[src/rtl/freq_meter_if.sv]
// rtl/freq_meter_if.sv - control, status and measured-signal bundle for freq_meter
interface freq_meter_if #(
    parameter int CNT_W = 32
);
    logic             sig_in;
    logic             start;
    logic             continuous;
    logic             busy;
    logic [CNT_W-1:0] freq;
    logic             valid;
    logic             overflow;

    modport master (
        output sig_in, start, continuous,
        input  busy, freq, valid, overflow
    );

    modport slave (
        input  sig_in, start, continuous,
        output busy, freq, valid, overflow
    );
endinterface

[src/rtl/freq_meter.sv]
// rtl/freq_meter.sv - gated rising-edge frequency counter
module freq_meter #(
    parameter logic [31:0] GATE_CYCLES = 32'd50_000_000,
    parameter int          CNT_W       = 32
) (
    input  logic         clk,
    input  logic         rst,
    freq_meter_if.slave  bus
);
    localparam logic [1:0] IDLE = 2'd0;
    localparam logic [1:0] GATE = 2'd1;
    localparam logic [1:0] DONE = 2'd2;

    localparam logic [CNT_W-1:0] CNT_MAX = '1;
    localparam logic [CNT_W-1:0] CNT_ONE = CNT_W'(1);

    logic [1:0]       state;
    logic             s1, s2, s3;
    logic [31:0]      gate_cnt;
    logic [CNT_W-1:0] edge_cnt;
    logic [CNT_W-1:0] edge_nxt;
    logic             ovf;
    logic             ovf_nxt;
    logic [CNT_W-1:0] freq_q;
    logic             ovf_q;
    logic             rise;
    logic             last;

    assign rise = s2 & ~s3;
    assign last = (gate_cnt == GATE_CYCLES - 32'd1);

    // Synchronizer runs in every state so the first GATE cycle sees a valid edge.
    always_ff @(posedge clk or posedge rst) begin
        if (rst) begin
            s1 <= 1'b0;
            s2 <= 1'b0;
            s3 <= 1'b0;
        end else begin
            s1 <= bus.sig_in;
            s2 <= s1;
            s3 <= s2;
        end
    end

    always_comb begin
        edge_nxt = edge_cnt;
        ovf_nxt  = ovf;
        if (rise) begin
            if (edge_cnt == CNT_MAX) begin
                ovf_nxt = 1'b1;
            end else begin
                edge_nxt = edge_cnt + CNT_ONE;
            end
        end
    end

    // Results are captured on entry to DONE (including the final GATE cycle's edge)
    // so freq/overflow are already current while valid is high.
    always_ff @(posedge clk or posedge rst) begin
        if (rst) begin
            state    <= IDLE;
            gate_cnt <= 32'd0;
            edge_cnt <= '0;
            ovf      <= 1'b0;
            freq_q   <= '0;
            ovf_q    <= 1'b0;
        end else begin
            case (state)
                IDLE: begin
                    if (bus.start || bus.continuous) begin
                        state    <= GATE;
                        gate_cnt <= 32'd0;
                        edge_cnt <= '0;
                        ovf      <= 1'b0;
                    end
                end
                GATE: begin
                    gate_cnt <= gate_cnt + 32'd1;
                    edge_cnt <= edge_nxt;
                    ovf      <= ovf_nxt;
                    if (last) begin
                        state  <= DONE;
                        freq_q <= edge_nxt;
                        ovf_q  <= ovf_nxt;
                    end
                end
                DONE: begin
                    if (bus.continuous) begin
                        state    <= GATE;
                        gate_cnt <= 32'd0;
                        edge_cnt <= '0;
                        ovf      <= 1'b0;
                    end else begin
                        state <= IDLE;
                    end
                end
                default: state <= IDLE;
            endcase
        end
    end

    assign bus.busy     = (state == GATE) || (state == DONE);
    assign bus.valid    = (state == DONE);
    assign bus.freq     = freq_q;
    assign bus.overflow = ovf_q;
endmodule

[src/flat_wrapper.sv]
// flat-port wrapper written by rule: the top's interface ports become plain ports
module freq_meter_flat 
#(
    parameter logic [31:0] GATE_CYCLES = 32'd50_000_000,
    parameter int          CNT_W       = 32
)
  (clk, rst, bus_sig_in, bus_start, bus_continuous, bus_busy, bus_freq, bus_valid, bus_overflow);
  freq_meter_if #(.CNT_W(CNT_W)) bus_i ();
  input  logic clk;
  input  logic rst;
  input wire logic [$bits(bus_i.sig_in)-1:0] bus_sig_in;
  input wire logic [$bits(bus_i.start)-1:0] bus_start;
  input wire logic [$bits(bus_i.continuous)-1:0] bus_continuous;
  output wire logic [$bits(bus_i.busy)-1:0] bus_busy;
  output wire logic [$bits(bus_i.freq)-1:0] bus_freq;
  output wire logic [$bits(bus_i.valid)-1:0] bus_valid;
  output wire logic [$bits(bus_i.overflow)-1:0] bus_overflow;
  assign bus_i.sig_in = bus_sig_in;
  assign bus_i.start = bus_start;
  assign bus_i.continuous = bus_continuous;
  assign bus_busy = bus_i.busy;
  assign bus_freq = bus_i.freq;
  assign bus_valid = bus_i.valid;
  assign bus_overflow = bus_i.overflow;
  freq_meter #(.GATE_CYCLES(GATE_CYCLES), .CNT_W(CNT_W)) u_core (.clk(clk), .rst(rst), .bus(bus_i));
endmodule
[config.mk]
export PLATFORM = sky130hd
export DESIGN_NAME = freq_meter_flat
export DESIGN_NICKNAME = d
export VERILOG_FILES = /design/src/rtl/freq_meter_if.sv /design/src/rtl/freq_meter.sv /design/src/flat_wrapper.sv
export SDC_FILE = /design/constraint.sdc
export NUM_CORES = 1
export LEC_CHECK = 0
export ABC_AREA = 0
export CAP_MARGIN = 20
export CORE_AREA = 2 2 104 116
export CTS_BUF_LIST = sky130_fd_sc_hd__clkbuf_8
export DETAILED_ROUTE_END_ITERATION = 10
export DIE_AREA = 0 0 106 118
export GPL_TIMING_DRIVEN = 0
export PLACE_DENSITY = 0.71
export SYNTH_ARGS = -nofsm -noshare
export SYNTH_HDL_FRONTEND = slang
export SYNTH_SLANG_ARGS = --single-unit
[constraint.sdc]
create_clock -name clk -period 5.05 [get_ports clk]
set_clock_uncertainty 0.15 [all_clocks]
set_input_delay 1.2625 -clock clk [delete_from_list [all_inputs] [get_ports clk]]
set_output_delay 1.2625 -clock clk [all_outputs]
set_load 0.1 [all_outputs]
Yosys cells after proc, flatten, opt, wreduce, memory -nomap -nowiden

Cells that the tools add are included.

Register bits: 103
Bits in latches: 0
Bits in writable memories: 0
ROM bits: 0
Bits of input ports: 5
Output and inout port bits: 35
Logic and storage cells: 42
Memories: 0

Add/subtract/negate cells: 2
$mul: 0
Divide/modulo/power cells: 0
Order comparisons: 0
Equal/unequal tests: 7
Shift-type cells: 0
Mux-type cells: 15
Bitwise gates (word level): 2
Reductions and logical operators: 7

Operators by type and width:

| kind                    | count |
|---|---|
| $pmux W32 S3            | 2 |
| $mux W32                | 4 |
| $add A32 B1 Y32 const B | 2 |
| $eq A32 B26 Y1 const B  | 1 |
| $eq A32 B32 Y1 const B  | 1 |
| $pmux W2 S3             | 1 |
| $mux W1                 | 5 |
| $mux W2                 | 2 |
| $ne A2 B1 Y1 const B    | 2 |
| $reduce_and A2 Y1       | 2 |
| $pmux W1 S3             | 1 |
| $reduce_and A3 Y1       | 1 |
| $reduce_bool A3 Y1      | 1 |
| $eq A2 B1 Y1 const B    | 1 |
| $eq A2 B2 Y1 const B    | 1 |
| $logic_not A2 Y1        | 1 |
| $logic_or A1 B1 Y1      | 2 |
| $ne A2 B2 Y1 const B    | 1 |
| $and A1 B1 Y1           | 1 |
| $not A1 Y1              | 1 |

Logic depth before layout (Yosys ltp)

Gate-level depths: netlist (run 1).

Word-level depth: 4
Mapped depth: 10
Depth with buffers taken out: 8

Worst setup path before layout (run 1)

No wires, ideal clock.

Path type: register -> register
Start: reg u_core.state[0]
End: reg u_core.edge_cnt[8]
Setup time: 0.119 ns
Data arrival time: 2.721 ns
Data required time: 4.781 ns
Setup slack: 2.061 ns
Stages on the path, launching flop included: 10
Path buffers: 2
Period minus slack after synthesis: 2.989 ns
Cell sequence: dfrtp_1 > inv_1 > ha_1 > inv_1 > a21oi_1 > or2_2 > clkbuf_1 > clkbuf_1 > nor2_1 > o21a_1

Word-level cells in the longest chain between the ends: 3
Elaborated cells between the ends (all ways): 8
Classes of those cells: eq/ne (4); mux (1); reduce/logical (3)

Ends and longest elaborated chain:

| element                                                                    | line               | text |
|---|---|---|
| from (decl)                                                                | freq_meter.sv:17   | `logic [1:0] state;` |
| from (signal assigned)                                                     | freq_meter.sv:61   | `state <= IDLE;` |
| from (signal assigned)                                                     | freq_meter.sv:71   | `state <= GATE;` |
| from (signal assigned)                                                     | freq_meter.sv:82   | `state <= DONE;` |
| $eq A2 B2 Y1 *                                                             | --                 |  |
| via bus_valid                                                              | flat_wrapper.sv:16 | `output wire logic [$bits(bus_i.valid)-1:0] bus_valid;` |
| $ne A2 B2 Y1 (no source line) / $reduce_bool A3 Y1 (equally long branches) | --                 |  |
| $reduce_and A3 Y1 (no source line)                                         | --                 |  |
| to (signal assigned)                                                       | freq_meter.sv:79   | `edge_cnt <= edge_nxt;` |
| to (decl)                                                                  | freq_meter.sv:20   | `logic [CNT_W-1:0] edge_cnt;` |

Mark *: on every way through the listed nets, which the timed path passes. The rest lies on a longest branch.
A chain may end at the register's enable or synchronous reset.

Final worst setup path (run 1)

Start: reg u_core.state[1]
End: out bus_busy

Word-level cells in the longest chain between the ends: 2
Elaborated cells between the ends (all ways): 3
Classes of those cells: eq/ne (2); reduce/logical (1)

Ends and longest elaborated chain:

| element                                             | line               | text |
|---|---|---|
| $eq A2 B1 Y1 / $eq A2 B2 Y1 (equally long branches) | freq_meter.sv:102  | `assign bus.busy = (state == GATE) \|\| (state == DONE);` |
| $logic_or A1 B1 Y1 *                                | freq_meter.sv:102  |  |
| to (decl)                                           | flat_wrapper.sv:14 | `output wire logic [$bits(bus_i.busy)-1:0] bus_busy;` |

Mark *: on every way between the ends. The rest lies on a longest branch, timed or not.

==> impl_metrics.env, run 1 <==
export IMPL_hold_slack_ps=220.1
export IMPL_setup_viol=0
export IMPL_criticalPathCategory="reg -> out"
export IMPL_dpl_hpwl_mm=9.486
export IMPL_grt_ovfl_total=0
export IMPL_worstPathArrival_ps=2320
export IMPL_syn_inst=605
export IMPL_die_h_um=118
export IMPL_maxSlewViolCount=0
export IMPL_path_clk_slew_ps=100
export IMPL_synth_top_area_cell="dfrtp_1"
export IMPL_cts_tree="done"
export IMPL_rows=41
export IMPL_tightestPinTransition_ps=971.2
export IMPL_hp_class="reg -> reg"
export IMPL_grt_max_degree=64
export IMPL_die_x_um=106
export IMPL_final_area_um2=6409
export IMPL_power_density_nw_per_um2=294.6
export IMPL_seq_area_frac_synth=0.4621
export IMPL_r2r_cells=9
export IMPL_grt_total_usage=0.2259
export IMPL_drt_pass1_iterations=5
export IMPL_cp_required_ps=3640
export IMPL_cts_root_buf="clkbuf_8"
export IMPL_yosysTopAreaCellShare=0.4621
export IMPL_final_common_cell="dfrtp_1"
export IMPL_wl_per_cell_um=16.59
export IMPL_hold_violations=0
export IMPL_avgViaCountPerCell=5.845
export IMPL_syn_area_um2=5578
export IMPL_cap_violations=0
export IMPL_core_area_um2=11340
export IMPL_synth_warnings=0
export IMPL_cts_buffer_depth=2
export IMPL_area_growth_syn_to_layout_pct=14.89
export IMPL_grt_pass1_vias=4648
export IMPL_placed_area_um2=6186
export IMPL_crit_path_end="bus_busy"
export IMPL_drive_gt1_frac=0.07110
export IMPL_ys_types=54
export IMPL_synth_seq_cells=103
export IMPL_cts_setup_buffers=0
export IMPL_slew_headroom=0.3505
export IMPL_rsz0062_at_grt="false"
export IMPL_drc=0
export IMPL_die_area_um2=12510
export IMPL_clk_latency_ps=380
export IMPL_antenna_left=0
export IMPL_io_pins=40
export IMPL_endpoint_kind="output port"
export IMPL_power_leakage_nw=2.594
export IMPL_grt_pass1_wl_mm=22.69
export IMPL_startpoint="u_core.state[1]$_DFFE_PP0P_"
export IMPL_r2r_end="u_core.edge_cnt[8]$_DFFE_PP0P_"
export IMPL_startpoint_type="flop"
export IMPL_io_buffers=39
export IMPL_layout_common_cells="dfrtp_1, nand2_1, o21ai_0, clkdlybuf4s50_1, nor2_1"
export IMPL_syn_avg_cell_area_um2=9.220
export IMPL_gp_congestion=0.9232
export IMPL_clkSinkCount=103
export IMPL_antenna_cells=0
export IMPL_timing_rr_start="u_core.state[0]$_DFFE_PP0P_"
export IMPL_async_reset_ff_frac=1.000
export IMPL_drt_iter0_drc=277
export IMPL_antenna_found_initial=0
export IMPL_peakVddDrop_v=0.0002091
export IMPL_finalPower_w=0.001888
export IMPL_fmax_ghz=0.2681
export IMPL_fin_nets=667
export IMPL_post_cts_resized=0
export IMPL_synth_ff_type="dfrtp_1"
export IMPL_dp_cells=795
export IMPL_htree_levels=3
export IMPL_routed_wl_mm=13.46
export IMPL_synthTopCellsByArea="dfrtp_1, o21ai_0, nand2_1"
export IMPL_period_share=0.7385
export IMPL_synth_edf_count=0
export IMPL_crit_fanout=4
export IMPL_rrSetupSlack_ps=2090
export IMPL_status="finished clean"
export IMPL_start_util=0.4920
export IMPL_synthesis_nets=616
export IMPL_final_cells=811
export IMPL_holdBufCountCts=0
export IMPL_vias=4740
export IMPL_min_period_ps=3729
export IMPL_numCtsBuffers=9
-- power breakdown --
part | internal (W) | switching (W)
sequential | 0.000843 | 0.0000262
combinational | 0.000112 | 0.000325
clock | 0.000291 | 0.000291
total | 0.00125 | 0.000642
-- worst min path at each step --
stage	cells past startpoint	slack [ps]	start	endpoint
after detailed placement	0	200	u_core.s1$_DFF_PP0_	u_core.s2$_DFF_PP0_
final	0	220	u_core.s1$_DFF_PP0_	u_core.s2$_DFF_PP0_
after CTS	0	220	u_core.s1$_DFF_PP0_	u_core.s2$_DFF_PP0_
after global routing	0	230	u_core.s1$_DFF_PP0_	u_core.s2$_DFF_PP0_
after floorplan	0	180	u_core.s1$_DFF_PP0_	u_core.s2$_DFF_PP0_
after global placement	0	180	u_core.s1$_DFF_PP0_	u_core.s2$_DFF_PP0_
-- area by class of cell --
type,instances,area [µm²]
Tap cell,150,187.7
Clock buffer,10,137.6
Inverter,19,73.82
Sequential cell,103,2577
Buffer,31,145.1
Fill cell,1017,4928
Clock inverter,6,85.08
Timing Repair Buffer,40,417.9
Multi-Input combinational cell,452,2784
-- logic make-up (layout without fill, tap and decap cells) --
logic type                 count (synthesis)  count (layout)  synth area share
AOI/OAI and AO/OA                        148             148            0.1537
xor gates and xnor gates                  39              39           0.06124
adders and majority gates                  6               6           0.01346
buffers and inverters                     50             106           0.03881
DFF                                      103             103            0.4621
muxes                                      3               3          0.005608
and+or+nand+nor                          256             256            0.2651
-- critical path: stages, from the launching register on --
cell	delay [ps]
dfrtp_1	410
inv_1	90
ha_1	300
clkdlybuf4s50_1	1140
-- cell usage after synthesis (7+ instances only) --
library cell,n
clkbuf_1,21
nand4_1,13
xor2_1,14
nor4_4,7
nand3_1,34
or3_1,21
nor3_1,10
a21oi_1,30
nand2_1,80
and3_1,13
nor2_1,37
inv_1,19
xnor2_1,25
dfrtp_1,103
o21a_1,7
and4_1,9
a22o_1,8
o21ai_0,72
-- per-stage QoR --
step	setup WS [ps]	setup TNS [ps]	util
after floorplan	933.7	0	-
after global placement	-664.4	-67790	0.5430
after detailed placement	1041	0	0.5456
after CTS	1313	0	0.5653
after global routing	1222	0	0.5653
final	1321	0	0.5653
-- state kept, by name (all words and copies together) (netlist names) --
| name | cells |
|---|---|
| u_core.bus.overflow | 1 |
| u_core.bus.freq | 32 |
| u_core.gate_cnt | 32 |
| u_core.s1 | 1 |
| u_core.edge_cnt | 32 |
| u_core.ovf | 1 |
| u_core.s3 | 1 |
| u_core.s2 | 1 |
| u_core.state | 2 |
-- layer usage --
metal	vias up	part of all wire	routed length (µm)	track usage
met1	2333	0.43	5816	0.2901
met2	123	0.50	6746	0.3815
met3	24	0.045	605	0.03765
met4	0	0.021	288	0.08470
met5	-	0	0	0
li1	2260	-	-	-
No activity file was read; power rests on OpenSTA's default activity.
==> run 2: changes to the inputs <==
--- a/config.mk
+++ b/config.mk
@@ -12,7 +12,7 @@
 export DETAILED_ROUTE_END_ITERATION = 10
 export DIE_AREA = 0 0 106 118
 export GPL_TIMING_DRIVEN = 0
-export PLACE_DENSITY = 0.71
+export PLACE_DENSITY = 0.73
 export SYNTH_ARGS = -nofsm -noshare
 export SYNTH_HDL_FRONTEND = slang
 export SYNTH_SLANG_ARGS = --single-unit
==> constraint.sdc (replaced) <==
create_clock -name clk -period 3.3 [get_ports clk]
set_clock_uncertainty 0.15 [all_clocks]
set_input_delay 0.825 -clock clk [delete_from_list [all_inputs] [get_ports clk]]
set_output_delay 0.825 -clock clk [all_outputs]
set_load 0.1 [all_outputs]
==> run 2 against run 1 <==
Sequential cell count stayed put. Sequential power is 53% higher. Non-clock buffer count is 1 higher. Largest cell class unchanged. Sequential share of layout area hardly changed. Combinational power is 51% higher. Critical path depth is 5 higher. Cell count is 0.12% higher. Count of clock-buffer cells in the layout stayed put.
==> impl_metrics.env, run 2 (synthesized netlist as in run 1, its figures left out) <==
export IMPL_status="finished clean"
export IMPL_antenna_found_initial=0
export IMPL_wl_per_cell_um=16.07
export IMPL_min_period_ps=3138
export IMPL_rsz0062_at_grt="false"
export IMPL_antenna_left=0
export IMPL_tightestPinTransition_ps=979.4
export IMPL_busiest_layer="met2"
export IMPL_layout_common_cells="dfrtp_1, nand2_1, o21ai_0, nor2_1, clkdlybuf4s50_1"
export IMPL_clkSinkCount=103
export IMPL_htree_levels=3
export IMPL_criticalPathCategory="in -> reg"
export IMPL_fillCellCount=993
export IMPL_endpoint_kind="flop"
export IMPL_min_from="u_core.s1$_DFF_PP0_"
export IMPL_drt_iter0_drc=288
export IMPL_final_cells=812
export IMPL_rrSetupSlack_ps=440
export IMPL_startpoint_type="input pin"
export IMPL_final_area_um2=6405
export IMPL_r2r_end="u_core.edge_cnt[8]$_DFFE_PP0P_"
export IMPL_power_density_nw_per_um2=437.3
export IMPL_crit_fanout=10
export IMPL_rows=41
export IMPL_routed_wl_mm=13.05
export IMPL_io_pins=40
export IMPL_start_util=0.4920
export IMPL_cts_root_buf="clkbuf_8"
export IMPL_met2_usage=0.3601
export IMPL_drt_pass1_iterations=4
export IMPL_setup_viol=0
export IMPL_holdBufCountCts=0
export IMPL_preCtsSetupSlack_ps=-234.8
export IMPL_dp_cells=796
export IMPL_period_share=0.9509
export IMPL_startpoint="bus_start"
export IMPL_grt_pass1_vias=4498
export IMPL_final_common_cell="dfrtp_1"
export IMPL_peakVddDrop_v=0.0002479
export IMPL_cap_violations=0
export IMPL_grt_ovfl_total=0
export IMPL_antenna_cells=0
export IMPL_placed_area_um2=6200
export IMPL_maxSlewViolCount=0
export IMPL_met3_usage=0.03267
export IMPL_cts_tree="done"
export IMPL_finalPower_w=0.002801
export IMPL_hold_violations=0
export IMPL_clk_latency_ps=380
export IMPL_setup_slack_ps=161.9
export IMPL_die_h_um=118
export IMPL_crit_cells=8
export IMPL_r2r_cells=9
export IMPL_core_area_um2=11340
export IMPL_power_leakage_nw=2.617
export IMPL_die_area_um2=12510
export IMPL_grt_pass1_wl_mm=22.27
export IMPL_cp_required_ps=3430
export IMPL_cts_buffer_depth=2
export IMPL_timing_rr_start="u_core.state[1]$_DFFE_PP0P_"
export IMPL_worstPathArrival_ps=3270
export IMPL_grt_total_usage=0.2213
export IMPL_numCtsBuffers=9
export IMPL_crit_chain="clkdlybuf4s50_1 > nand2b_1 > a21oi_1 > or2_2 > clkbuf_1 > clkbuf_1 > nor2_1 > o21a_1"
export IMPL_io_buffers=39
export IMPL_crit_path_end="u_core.edge_cnt[8]$_DFFE_PP0P_"
export IMPL_path_clk_slew_ps=110
export IMPL_cp_slowest_cell="clkbuf_1"
export IMPL_vias=4706
export IMPL_slew_headroom=0.3460
export IMPL_hp_class="reg -> reg"
export IMPL_drive_gt1_frac=0.07100
export IMPL_drc=0
export IMPL_grt_max_degree=43
export IMPL_fin_nets=668
export IMPL_fmax_ghz=0.3187
export IMPL_area_growth_syn_to_layout_pct=14.83
export IMPL_grt_use_met1=0.2948
export IMPL_critPathBufInv=3
export IMPL_avgViaCountPerCell=5.796
export IMPL_gp_congestion=0.9211
export IMPL_dpl_hpwl_mm=9.345
export IMPL_cp_slowest_stage_delay_ps=540
export IMPL_crit_top_cell="clkbuf_1"
export IMPL_die_x_um=106
export IMPL_cp_top_family="buffers and inverters"
run 2: routing by layer:
layer	up-vias	share of wire
met5	-	0
met4	0	0.023
met3	22	0.048
met2	137	0.49
met1	2291	0.44
li1	2256	-
run 2: what timing repair did:
action,CTS,global route
endpoints found under the setup margin,0,2
gates resized for setup,0,2
buffers inserted,0,0
run 2: final cells by class:
cell class,count,area [µm²],share of cell area
timing repair buffer,41,435.4,0.06798
clock buffer,10,137.6,0.02149
tap,150,187.7,0.02930
buffer,31,145.1,0.02266
sequential,103,2577,0.4024
multi-input combinational,452,2784,0.4347
clock inverter,6,62.56,0.009768
inverter,19,75.07,0.01172
run 2: worst reg2reg max path, delay by kind of cell (launching register included):
| family | cells | cell delay, ps |
|---|---|---|
| AOI/OAI and AO/OA | 2 | 720 |
| adders and majority gates | 1 | 180 |
| buffers and inverters | 3 | 900 |
| DFF | 1 | 430 |
| and+or+nand+nor | 3 | 390 |
run 2: where the power goes:
group          switching, W  internal, W  leakage (nW)
logic              0.000492     0.000170          1.08
registers         0.0000403      0.00129          1.43
clock network      0.000439     0.000369         0.105
run 2: how the worst min path moves through the flow:
stage                     slack (ps)                   to  depth (start not counted)
after floorplan                  180  u_core.s2$_DFF_PP0_                          0
final                            220  u_core.s2$_DFF_PP0_                          0
after CTS                        220  u_core.s2$_DFF_PP0_                          0
after global placement           180  u_core.s2$_DFF_PP0_                          0
after global routing             220  u_core.s2$_DFF_PP0_                          0
after detailed placement         200  u_core.s2$_DFF_PP0_                          0
run 2: per-stage QoR:
stage	util	setup TNS, ps	hold slack (ps)
CTS	0.5645	0	218.0
finish	0.5649	0	215.9
global placement	0.5433	-2064	184.6
global route	0.5649	0	224.5
floorplan	-	0	181.2
detailed placement	0.5468	-3686	195.7
==> run 3: changes to the inputs <==
--- a/config.mk
+++ b/config.mk
@@ -11,8 +11,9 @@
 export CTS_BUF_LIST = sky130_fd_sc_hd__clkbuf_8
 export DETAILED_ROUTE_END_ITERATION = 10
 export DIE_AREA = 0 0 106 118
+export DONT_BUFFER_PORTS = 1
 export GPL_TIMING_DRIVEN = 0
-export PLACE_DENSITY = 0.73
+export PLACE_DENSITY = 0.69
 export SYNTH_ARGS = -nofsm -noshare
 export SYNTH_HDL_FRONTEND = slang
 export SYNTH_SLANG_ARGS = --single-unit
==> run 3 against run 2 <==
Final area fell by 5.4%. Count of clock-buffer cells in the layout did not move. Non-clock buffer count fell by 39. Via count fell by 3.5%. Critical path depth rose by 1. Cell count fell by 4.9%. First-iteration DRC count fell by 11%. Fmax rose by 0.73%. Largest power group unchanged. Highest routed layer unchanged.
==> impl_metrics.env, run 3 (synthesized netlist as in run 1, its figures left out) <==
export IMPL_status="finished clean"
export IMPL_clk_latency_ps=370
export IMPL_drc=0
export IMPL_pwr_share_clk=0.328
export IMPL_final_common_cell="dfrtp_1"
export IMPL_die_h_um=118
export IMPL_cts_tree="done"
export IMPL_tightestPinTransition_ps=911.8
export IMPL_drt_pass1_iterations=8
export IMPL_power_density_nw_per_um2=483.5
export IMPL_numCtsBuffers=9
export IMPL_peakVddDrop_v=0.0002208
export IMPL_slew_headroom=0.3922
export IMPL_vias=4539
export IMPL_criticalPathCategory="reg -> reg"
export IMPL_setup_tns_ps=0
export IMPL_cp_slowest_cell="ha_2"
export IMPL_clkSinkCount=103
export IMPL_grt_pass1_vias=4509
export IMPL_fmax_ghz=0.3210
export IMPL_io_pins=40
export IMPL_grt_pass1_wl_mm=22.16
export IMPL_hp_class="reg -> reg"
export IMPL_post_cts_resized=1
export IMPL_gp_congestion=0.9212
export IMPL_path_clk_slew_ps=100
export IMPL_final_cells=772
export IMPL_placed_area_um2=5809
export IMPL_cp_top_family="buffers and inverters"
export IMPL_power_leakage_nw=2.464
export IMPL_min_period_ps=3115
export IMPL_routed_wl_mm=13.00
export IMPL_comb_power_share=0.219
export IMPL_dpl_hpwl_mm=9.399
export IMPL_period_share=0.9440
export IMPL_antenna_found_initial=0
export IMPL_power_switching_w=0.0009569
export IMPL_die_x_um=106
export IMPL_seq_power_share=0.454
export IMPL_grt_ovfl_total=0
export IMPL_area_growth_syn_to_layout_pct=8.636
export IMPL_internal_power_w=0.001973
export IMPL_fin_nets=629
export IMPL_rows=41
export IMPL_cap_violations=0
export IMPL_antenna_cells=0
export IMPL_crit_chain="inv_1 > ha_2 > inv_1 > a21oi_2 > or2_2 > clkbuf_1 > clkbuf_1 > nor2_1 > o21a_1"
export IMPL_crit_fanout=10
export IMPL_wl_per_cell_um=16.84
export IMPL_critPathBufInv=4
export IMPL_antenna_left=0
export IMPL_drt_iter0_drc=256
export IMPL_io_buffers=0
export IMPL_grt_max_degree=42
export IMPL_cp_required_ps=3420
export IMPL_startpoint_type="flop"
export IMPL_dp_cells=757
export IMPL_die_area_um2=12510
export IMPL_drive_gt1_frac=0.08039
export IMPL_endpoint_kind="flop"
export IMPL_final_area_um2=6060
export IMPL_cp_slowest_stage_delay_ps=570
export IMPL_cts_buffer_depth=2
export IMPL_maxSlewViolCount=0
export IMPL_setup_viol=0
export IMPL_postLayoutCoreUtil=0.5345
export IMPL_core_area_um2=11340
export IMPL_hold_slack_ps=205.3
export IMPL_hold_violations=0
export IMPL_grt_total_usage=0.2202
export IMPL_cts_setup_buffers=0
export IMPL_avgViaCountPerCell=5.880
export IMPL_htree_levels=3
export IMPL_netSwitchingFraction=0.3267
export IMPL_layout_common_cells="dfrtp_1, nand2_1, o21ai_0, nor2_1, nand3_1"
export IMPL_start_util=0.4920
export IMPL_worstPathArrival_ps=3230
export IMPL_holdBufCountCts=0
export IMPL_cts_root_buf="clkbuf_8"
[run 3: worst register-to-register path: cells and delay by family, from the launching register on]
kind	cells	cell delay (ps)
AOI/OAI and AO/OA	2	550
DFF	1	410
buffers and inverters	4	1060
adders and majority gates	1	570
and+or+nand+nor	2	290
[run 3: power by group through the flow]
stage                     clock, W  sequential, W  combinational (W)
final                     0.000960        0.00133           0.000640
after global routing       0.00102        0.00133           0.000728
after CTS                 0.000980        0.00133           0.000640
after detailed placement         0        0.00135           0.000639
after global placement           0        0.00135           0.000623
after floorplan                  0        0.00135           0.000453
[run 3: cell type report]
type | count | area [µm²]
sequential | 103 | 2577
tap | 150 | 187.7
timing repair buffer | 2 | 40.04
buffer | 31 | 145.1
multi-input combinational | 452 | 2790
inverter | 19 | 75.07
fill | 1009 | 5278
clock buffer | 10 | 137.6
clock inverter | 5 | 106.4
[run 3: final timing paths]
path	start	end	slack (ps)	cells after the start
setup reg to reg	u_core.state[0]$_DFFE_PP0P_	u_core.edge_cnt[8]$_DFFE_PP0P_	180	9
min in group asynchronous	rst	u_core.gate_cnt[0]$_DFFE_PP0P_	240	1
setup / recovery	u_core.state[0]$_DFFE_PP0P_	u_core.edge_cnt[8]$_DFFE_PP0P_	180	9
hold / removal	u_core.s1$_DFF_PP0_	u_core.s2$_DFF_PP0_	210	0
hold reg to reg	u_core.s1$_DFF_PP0_	u_core.s2$_DFF_PP0_	210	0
max in group asynchronous	rst	u_core.edge_cnt[5]$_DFFE_PP0P_	2170	2
[run 3: per-layer routing]
| metal | GRT usage | up-vias | share of wire |
|---|---|---|---|
| li1 | - | 2184 | - |
| met1 | 0.2871 | 2225 | 0.43 |
| met2 | 0.3609 | 108 | 0.50 |
| met3 | 0.03931 | 22 | 0.048 |
| met4 | 0.09128 | 0 | 0.021 |
| met5 | 0 | - | 0 |
[run 3: stage by stage]
stage | power [W] | setup slack [ps]
global placement | 0.001976 | -222.9
finish | 0.002930 | 184.7
floorplan | 0.001798 | 310.7
global route | 0.003086 | -4.484
detailed placement | 0.001993 | -290.2
CTS | 0.002949 | 35.19
